==> src/rtl/seven_seg_capture_if.sv <==
// Signal bundle between a seven-segment display driver and its capture monitor.
// The master side drives the strobe and segment bus; the slave decodes and reports.
interface seven_seg_capture_if;
  logic [7:0]  display_column;
  logic [7:0]  out;
  logic        clr_err;
  logic [31:0] digits;
  logic [7:0]  blank_mask;
  logic [7:0]  err_mask;
  logic [7:0]  dp_mask;
  logic        frame_valid;
  logic        stale;
  logic        col_err;

  modport master (
    output display_column, out, clr_err,
    input  digits, blank_mask, err_mask, dp_mask, frame_valid, stale, col_err
  );

  modport slave (
    input  display_column, out, clr_err,
    output digits, blank_mask, err_mask, dp_mask, frame_valid, stale, col_err
  );
endinterface

==> src/rtl/seven_seg_capture.sv <==
// Seven-segment loopback monitor: samples the multiplexed strobe/segment bus, waits for
// each column to settle, decodes it and commits a full 8-digit frame with status masks.
module seven_seg_capture #(
  parameter int STABLE_CYCLES  = 4,
  parameter int TIMEOUT        = 100000,
  parameter bit COL_ACTIVE_LOW = 1'b1,
  parameter bit SEG_ACTIVE_LOW = 1'b1
) (
  input  logic               clk,
  input  logic               reset,
  seven_seg_capture_if.slave bus
);

  localparam int SW = $clog2(STABLE_CYCLES + 3);
  localparam int TW = $clog2(TIMEOUT + 1);
  localparam logic [SW-1:0] STABLE_MAX  = SW'(STABLE_CYCLES);
  localparam logic [TW-1:0] TIMEOUT_MAX = TW'(TIMEOUT);

  typedef struct packed {
    logic       err;
    logic       blank;
    logic [3:0] digit;
  } dec_t;

  function automatic dec_t decode(input logic [6:0] seg);
    dec_t d;
    d = '{err: 1'b0, blank: 1'b0, digit: 4'h0};
    case (seg)
      7'h3F: d.digit = 4'h0;
      7'h06: d.digit = 4'h1;
      7'h5B: d.digit = 4'h2;
      7'h4F: d.digit = 4'h3;
      7'h66: d.digit = 4'h4;
      7'h6D: d.digit = 4'h5;
      7'h7D: d.digit = 4'h6;
      7'h07: d.digit = 4'h7;
      7'h7F: d.digit = 4'h8;
      7'h6F: d.digit = 4'h9;
      7'h77: d.digit = 4'hA;
      7'h7C: d.digit = 4'hB;
      7'h39: d.digit = 4'hC;
      7'h5E: d.digit = 4'hD;
      7'h79: d.digit = 4'hE;
      7'h71: d.digit = 4'hF;
      7'h00: d.blank = 1'b1;
      default: d.err = 1'b1;
    endcase
    return d;
  endfunction

  logic [7:0]    col_q, col_p, seg_q, seg_p;
  logic [SW-1:0] stab_cnt;
  logic          dwell;
  logic [31:0]   digit_buf;
  logic [7:0]    blank_buf, err_buf, dp_buf, cap_mask;
  logic [TW-1:0] to_cnt;

  logic          same, one_hot, multi_hot, capture, commit;
  logic [SW-1:0] run_len;
  logic [TW-1:0] to_next;
  dec_t          dec;

  // NOTE: every signal written here gets a default first, so no path can infer a latch.
  always_comb begin
    same      = (col_q == col_p) && (seg_q == seg_p);
    // Samples of the current value so far, including the one in col_q/seg_q.
    run_len   = same ? stab_cnt + SW'(2) : SW'(1);
    one_hot   = (col_q != 8'h00) && ((col_q & (col_q - 8'd1)) == 8'h00);
    multi_hot = (col_q != 8'h00) && !one_hot;
    // A change in the bus starts a fresh dwell, so the old dwell flag no longer blocks.
    capture   = one_hot && (run_len >= STABLE_MAX) && !(same && dwell);
    commit    = (cap_mask == 8'hFF);
    to_next   = commit ? '0 : ((to_cnt == TIMEOUT_MAX) ? to_cnt : to_cnt + TW'(1));
    dec       = decode(seg_q[6:0]);
  end

  // NOTE: sequential state uses non-blocking assignments so all registers update together.
  always_ff @(posedge clk or negedge reset) begin
    if (!reset) begin
      col_q           <= '0;
      col_p           <= '0;
      seg_q           <= '0;
      seg_p           <= '0;
      stab_cnt        <= '0;
      dwell           <= 1'b0;
      // NOTE: the capture buffer is reset too, so a frame interrupted by reset cannot leak out.
      digit_buf       <= '0;
      blank_buf       <= '0;
      err_buf         <= '0;
      dp_buf          <= '0;
      cap_mask        <= '0;
      to_cnt          <= '0;
      bus.digits      <= '0;
      bus.blank_mask  <= '0;
      bus.err_mask    <= '0;
      bus.dp_mask     <= '0;
      bus.frame_valid <= 1'b0;
      bus.stale       <= 1'b0;
      bus.col_err     <= 1'b0;
    end else begin
      col_q    <= COL_ACTIVE_LOW ? ~bus.display_column : bus.display_column;
      seg_q    <= SEG_ACTIVE_LOW ? ~bus.out : bus.out;
      col_p    <= col_q;
      seg_p    <= seg_q;
      stab_cnt <= !same ? '0 : ((stab_cnt == STABLE_MAX) ? stab_cnt : stab_cnt + SW'(1));
      dwell    <= capture || (same && dwell);

      for (int k = 0; k < 8; k++) begin
        if (capture && col_q[k]) begin
          digit_buf[4*k +: 4] <= dec.digit;
          blank_buf[k]        <= dec.blank;
          err_buf[k]          <= dec.err;
          dp_buf[k]           <= seg_q[7];
        end
      end

      // A capture on the commit cycle belongs to the next frame.
      cap_mask <= (commit ? 8'h00 : cap_mask) | (capture ? col_q : 8'h00);

      if (commit) begin
        bus.digits     <= digit_buf;
        bus.blank_mask <= blank_buf;
        bus.err_mask   <= err_buf;
        bus.dp_mask    <= dp_buf;
      end
      bus.frame_valid <= commit;

      to_cnt    <= to_next;
      bus.stale <= (to_next >= TIMEOUT_MAX);

      bus.col_err <= multi_hot || (bus.col_err && !bus.clr_err);
    end
  end

endmodule
==> src/flat_wrapper.sv <==
// flat-port wrapper written by rule: the top's interface ports become plain ports
module seven_seg_capture_flat 
#(
  parameter int STABLE_CYCLES  = 4,
  parameter int TIMEOUT        = 100000,
  parameter bit COL_ACTIVE_LOW = 1'b1,
  parameter bit SEG_ACTIVE_LOW = 1'b1
)
  (clk, reset, bus_display_column, bus_out, bus_clr_err, bus_digits, bus_blank_mask, bus_err_mask, bus_dp_mask, bus_frame_valid, bus_stale, bus_col_err);
  seven_seg_capture_if bus_i ();
  input  logic clk;
  input  logic reset;
  input wire logic [$bits(bus_i.display_column)-1:0] bus_display_column;
  input wire logic [$bits(bus_i.out)-1:0] bus_out;
  input wire logic [$bits(bus_i.clr_err)-1:0] bus_clr_err;
  output wire logic [$bits(bus_i.digits)-1:0] bus_digits;
  output wire logic [$bits(bus_i.blank_mask)-1:0] bus_blank_mask;
  output wire logic [$bits(bus_i.err_mask)-1:0] bus_err_mask;
  output wire logic [$bits(bus_i.dp_mask)-1:0] bus_dp_mask;
  output wire logic [$bits(bus_i.frame_valid)-1:0] bus_frame_valid;
  output wire logic [$bits(bus_i.stale)-1:0] bus_stale;
  output wire logic [$bits(bus_i.col_err)-1:0] bus_col_err;
  assign bus_i.display_column = bus_display_column;
  assign bus_i.out = bus_out;
  assign bus_i.clr_err = bus_clr_err;
  assign bus_digits = bus_i.digits;
  assign bus_blank_mask = bus_i.blank_mask;
  assign bus_err_mask = bus_i.err_mask;
  assign bus_dp_mask = bus_i.dp_mask;
  assign bus_frame_valid = bus_i.frame_valid;
  assign bus_stale = bus_i.stale;
  assign bus_col_err = bus_i.col_err;
  seven_seg_capture #(.STABLE_CYCLES(STABLE_CYCLES), .TIMEOUT(TIMEOUT), .COL_ACTIVE_LOW(COL_ACTIVE_LOW), .SEG_ACTIVE_LOW(SEG_ACTIVE_LOW)) u_core (.clk(clk), .reset(reset), .bus(bus_i));
endmodule
==> config.mk <==
export PLATFORM = sky130hd
export DESIGN_NAME = seven_seg_capture_flat
export DESIGN_NICKNAME = d
export VERILOG_FILES = /design/src/rtl/seven_seg_capture_if.sv /design/src/rtl/seven_seg_capture.sv /design/src/flat_wrapper.sv
export SDC_FILE = /design/constraint.sdc
export NUM_CORES = 1
export LEC_CHECK = 0
export ABC_AREA = 1
export CORE_MARGIN = 8
export CORE_UTILIZATION = 46
export DETAILED_ROUTE_END_ITERATION = 8
export GPL_ROUTABILITY_DRIVEN = 1
export HOLD_SLACK_MARGIN = 0.03
export PLACE_DENSITY = 0.71
export SETUP_SLACK_MARGIN = 0.3
export SLEW_MARGIN = 25
export SYNTH_ARGS = -nofsm -noshare
export SYNTH_HDL_FRONTEND = slang
export SYNTH_SLANG_ARGS = --single-unit
==> constraint.sdc <==
create_clock -name clk -period 3.15 [get_ports clk]
set_input_delay 0.63 -clock clk [delete_from_list [all_inputs] [get_ports clk]]
set_output_delay 0.63 -clock clk [all_outputs]
set_load 0.1 [all_outputs]
* Yosys cells after proc, flatten, opt, wreduce, memory -nomap -nowiden
Cells that the tools add are included.
** Word-level totals
- Output and inout bits :: 59
- Register bits after elaboration :: 176
- Input bits :: 19
- Word-level logic and storage cells :: 113
** Operators by class
- Order comparisons :: 2
- Reductions and logical operators :: 24
- Equality and inequality tests :: 22
- Mux-type cells :: 10
- Bitwise operators :: 4
- Add/sub/neg operators :: 4
** Operator list (count)
- $eq 7x7->1 const B :: 12
- $pmux 4 s15 :: 1
- $mux 17 :: 2
- $add 17x1->17 const B :: 1
- $eq 17x17->1 const B :: 1
- $ge 17x17->1 const B :: 1
- $reduce_or 17->1 :: 1
- $eq 8x8->1 :: 2
- $mux 8 :: 2
- $not 8->8 :: 2
- $logic_and 1x1->1 :: 15
- $eq 7x3->1 const B :: 2
- $eq 7x6->1 const B :: 2
- $mux 3 :: 3
- $and 8x8->8 :: 1
- $eq 8x8->1 const B :: 1
- $logic_not 8->1 :: 1
- $or 8x8->8 :: 1
- $reduce_bool 8->1 :: 1
- $sub 8x1->8 const B :: 1
- $logic_not 7->1 :: 1
- $add 3x1->3 const B :: 1
- $add 3x2->3 const B :: 1
- $eq 3x3->1 const B :: 1
- 5 further kinds :: 9

* Logic depth before layout (Yosys ltp)
- Depth in word-level cells :: 8
- Gate-level depth with buffers :: 13
- Depth with buffers taken out :: 11

* Worst setup path after synthesis
No wires, ideal clock.
- Path kind :: reg2reg
- From :: register u_core.col_q[0]
- To :: register u_core.digit_buf[17]
- Period minus slack after synthesis :: 1.674 ns
- Buffers on the path :: 1
- Library setup time :: 0.118 ns
- Cell stages (with the launch flop) :: 12
- Data arrival time :: 1.555 ns
- Path slack :: 1.476 ns
- Required time :: 3.032 ns
- Path through :: dfrtp_1 buf_6 nand2_1 nand2_1 nor2_1 nand2_1 nor2_4 nand2_4 nor2_8 nand4_4 nand2_1 nand2_1
** Between the ends
- Cells in the longest elaborated chain, start to end :: 7
- Elaborated cells between the ends (all ways) :: 14
- Those cells by class :: 1 x add/sub; 1 x order compare; 1 x eq/ne; 1 x mux; 1 x bitwise; 9 x reduce/logical
** RTL lines
- start, declared :: line seven_seg_capture.sv:51 : logic [7:0] col_q, col_p, seg_q, seg_p;
- start signal, assigned :: line seven_seg_capture.sv:101 : col_q <= COL_ACTIVE_LOW ? ~bus.display_column : bus.display_column;
- $sub 8x1->8 / $eq 8x8->1 (equally long branches) :: line seven_seg_capture.sv:68, seven_seg_capture.sv:65
- $and 8x8->8 / $logic_and 1x1->1 (equally long branches) :: line seven_seg_capture.sv:68, seven_seg_capture.sv:65
- $logic_not 8->1 / $mux 3 (equally long branches) :: line seven_seg_capture.sv:68, seven_seg_capture.sv:67
- $logic_and 1x1->1 / $ge 3x3->1 (equally long branches) :: line seven_seg_capture.sv:68, seven_seg_capture.sv:71
- $logic_and 1x1->1 :: line seven_seg_capture.sv:71 : capture = one_hot && (run_len >= STABLE_MAX) && !(same && dwell);
- $logic_and 1x1->1 (*) :: line seven_seg_capture.sv:71
- $logic_and 1x1->1 (*) :: line seven_seg_capture.sv:109 : if (capture && col_q[k]) begin
- end signal, assigned by index :: line seven_seg_capture.sv:110 : digit_buf[4*k +: 4] <= dec.digit;
- end, declared :: line seven_seg_capture.sv:54 : logic [31:0] digit_buf;
Every way passes the cells marked *; elsewhere a longest branch is shown, timed or not.
A chain may end at the register's enable or synchronous reset.

* Final worst setup path
- From :: register u_core.col_q[7]
- To :: register u_core.digit_buf[1]
The elaborated chain is that of the path after synthesis.

==> results.md <==
- Cell count after synthesis: just over 900
- RR Startpoint: u_core.col_q[7]
- N_diodes: 0
- Min-Delay Path Class: in2async
- Floorplan row count: 48
- Die W: roughly 150 µm
- Clock Latency Late Sink: around 0.43 ns
- Commonest cells post-synth: nand2_1, dfrtp_1, inv_1
- Via count: between 6000 and 7000
- TritonCTS Buffers: 17
- Buffers on Ports: 77
- Pre-CTS WS: 0.793 ns
- Routed len/inst: approximately 14 µm
- Largest registers: u_core.bus.digits (32), u_core.digit_buf (32), u_core.to_cnt (17)
- Status: completed
- Clock transition at the registers of the reported paths: 0.06 ns
- Final setup fails: 0
- Synthesis-to-finish area growth: 17.0%
- Die Area: 0.0216 mm²
- Seq/Total Area, Yosys: between 50% and 60%
- Initial core utilization: 46.3%
- #FFs+latches synth: 176
- Fin. Hold Viols: 0
- Final std cells w/o fill: 1234
- Overflow after GRT: 0
- Largest net degree at the start of global routing: 69
- H-tree depth: 4
- Post-Syn Area: around 0.0079 mm²
- Routed Wire Length: 17600 µm
- Max-Cap Viols: 0
- Core ar.: 0.0171 mm²
- # DRC: 0
- Initial DRT Pass Iterations: 5
- Crit path max fanout: 24
- Post-route worst setup slack: 0.738 ns
- Ys Warns: 0
- Layout cell share with drive strength beyond 1: 13.0%
- Largest area contributor in the netlist: dfrtp_1
- Tmin final: approximately 2.4 ns
- Arrival time worst endpoint: roughly 2.8 ns
- Flop-to-flop setup slack: 0.74 ns
- Post-CTS Resized: 0
- Post-synth EDFFs: 0
- GRT Total Usage: ~17%
- First-pass GRT wire length: 30500 µm
- TNS Setup: 0 ns
- Syn_nets: between 900 and 1000
- Worst-Margin Slew: 1.02 ns
- Multi-input combinational cell area: around 0.0029 mm²
- RSZ-0062 raised after global routing: false
- Kind of end point of the critical path: flop
- Leak: 0.00518 µW
- Final Cycle Share: about three quarters
- Area share of the largest cell type after synthesis: 55.8%
- Top_reg_cell synth: dfrtp_1
- Detailed Place HPWL: between 10000 and 15000 µm
- CTS tree: done
- Nets: slightly above 1000
- Tot Pwr: approximately 4600 µW
- Via density: between 5 and 6
- Hold-fix buffers, CTS: 0
- Slew HR: 32.2%
- Syn Area/Cell: about 8.5 µm²
- Top-count cell post-synth: nand2_1
- Initial antenna violation count: 0
- Post-route cell area: roughly 0.009 mm²
- Fill count: ~1600
- Pwr per Cell Area: roughly 500 mW/mm²
- Die Span Y: approximately 150 µm
- I/O pin cnt: between 70 and 80
- Area contributors post-synth: dfrtp_1, nand2_1, nand4_1
- CP Launch Type: flop
- Skew final: about 0.0067 ns
- Post-synth cell types: 33
- RR Endpoint: u_core.digit_buf[1]
- Crit Path Category: reg2reg
- Cells on worst reg2reg path: 11
- Vias in the first global route: between 6000 and 7000
- Peak supply drop: 0.000427 V
- Post-route ant nets: 0
- Root Driver: clkbuf_16
- Clock sinks: roughly 180
- Post-synth ARST share: 100%
- RD Place Congestion: about 0.86
- Placed cell area: ~0.0087 mm²
- Post-CTS Setup Bufs: 0
- Slew Viols, Final: 0
- FF+latch area: 0.00440 mm²
- Iter 0 DRT Violations: approximately 440
- CP Data Required Time: 3.51 ns
- Clk buf depth: 2
- Fmax: 415 MHz
- DP Cell Count: 1206
[per-stage QoR]
stage	hold slack (ns)	utilization (%)
finish	0.196	54.2
global route	0.234	54.2
CTS	0.209	54.2
detailed placement	0.443	50.8
global placement	0.434	50.8
floorplan	0.334	-
[critical path: stages (launching register included)]
cell and delay [ns]:
dfrtp_1 0.66, inv_1 0.15, nand2_1 0.09, nand2_1 0.05, nor2_1 0.10, nand2_1 0.10, nor2_4 0.17, nand3_2 0.12
nor2_4 0.30, buf_4 0.33, nand4_1 0.14, nand2_1 0.12
[worst max path at each step]
stage | start | endpoint | slack (ns) | cells after the start
global placement | u_core.col_q[7] | u_core.err_buf[5] | 0.86 | 11
global route | u_core.col_q[2] | u_core.digit_buf[1] | 0.49 | 11
CTS | u_core.col_q[7] | u_core.digit_buf[1] | 0.74 | 11
finish | u_core.col_q[7] | u_core.digit_buf[1] | 0.74 | 11
floorplan | u_core.col_q[0] | u_core.digit_buf[17] | 1.48 | 11
detailed placement | u_core.col_q[7] | u_core.err_buf[5] | 0.79 | 11
[routing by layer]
metal / part of all wire, % / vias up / GRT usage (%)
met2: 49 / 151 / 27.9
li1: - / 3070 / -
met5: 0 / - / 0
met4: 2.1 / 0 / 7.19
met3: 4.5 / 26 / 3.69
met1: 45 / 2982 / 22.5
[placed cells by master (no fill, tap or decap), types with 4 or more instances in the layout]
cell type,synthesis,layout
nand2_1,413,412
dfrtp_1,176,176
inv_1,79,77
buf_4,5,68
nand4_1,63,63
nor2_1,57,57
nand3_1,23,23
clkbuf_16,0,17
clkdlybuf4s50_1,0,17
o21ai_0,15,15
inv_2,10,12
nor3_1,8,8
nand4_4,8,8
a21oi_1,7,7
o21ai_1,4,4
nand3b_1,4,4
ha_1,4,4
[layout make-up]
type                       count  share of cell area, %
sequential                   176                   47.7
multi-input combinational    627                   31.5
timing repair buffer          88                   7.92
clock buffer                  22                   5.02
inverter                      90                   3.66
tap                          225                   3.05
clock inverter                 6                   1.19
[logic make-up after synthesis]
| group | synth area share (%) |
|---|---|
| AO/OA/AOI/OAI | 2.08 |
| XOR/XNOR | 0.444 |
| AND/OR/NAND/NOR | 33.6 |
| buffers and inverters | 7.45 |
| adder cells (fa/ha/maj) | 0.634 |
| flip-flops | 55.8 |
[report_power, final]
group / leakage, µW / internal (µW) / switching (µW)
Clock: 0.000274 / 1270 / 824
Combinational: 0.00254 / 51.8 / 105
Sequential: 0.00237 / 2280 / 38.0
(Power assumes the default switching activity.)
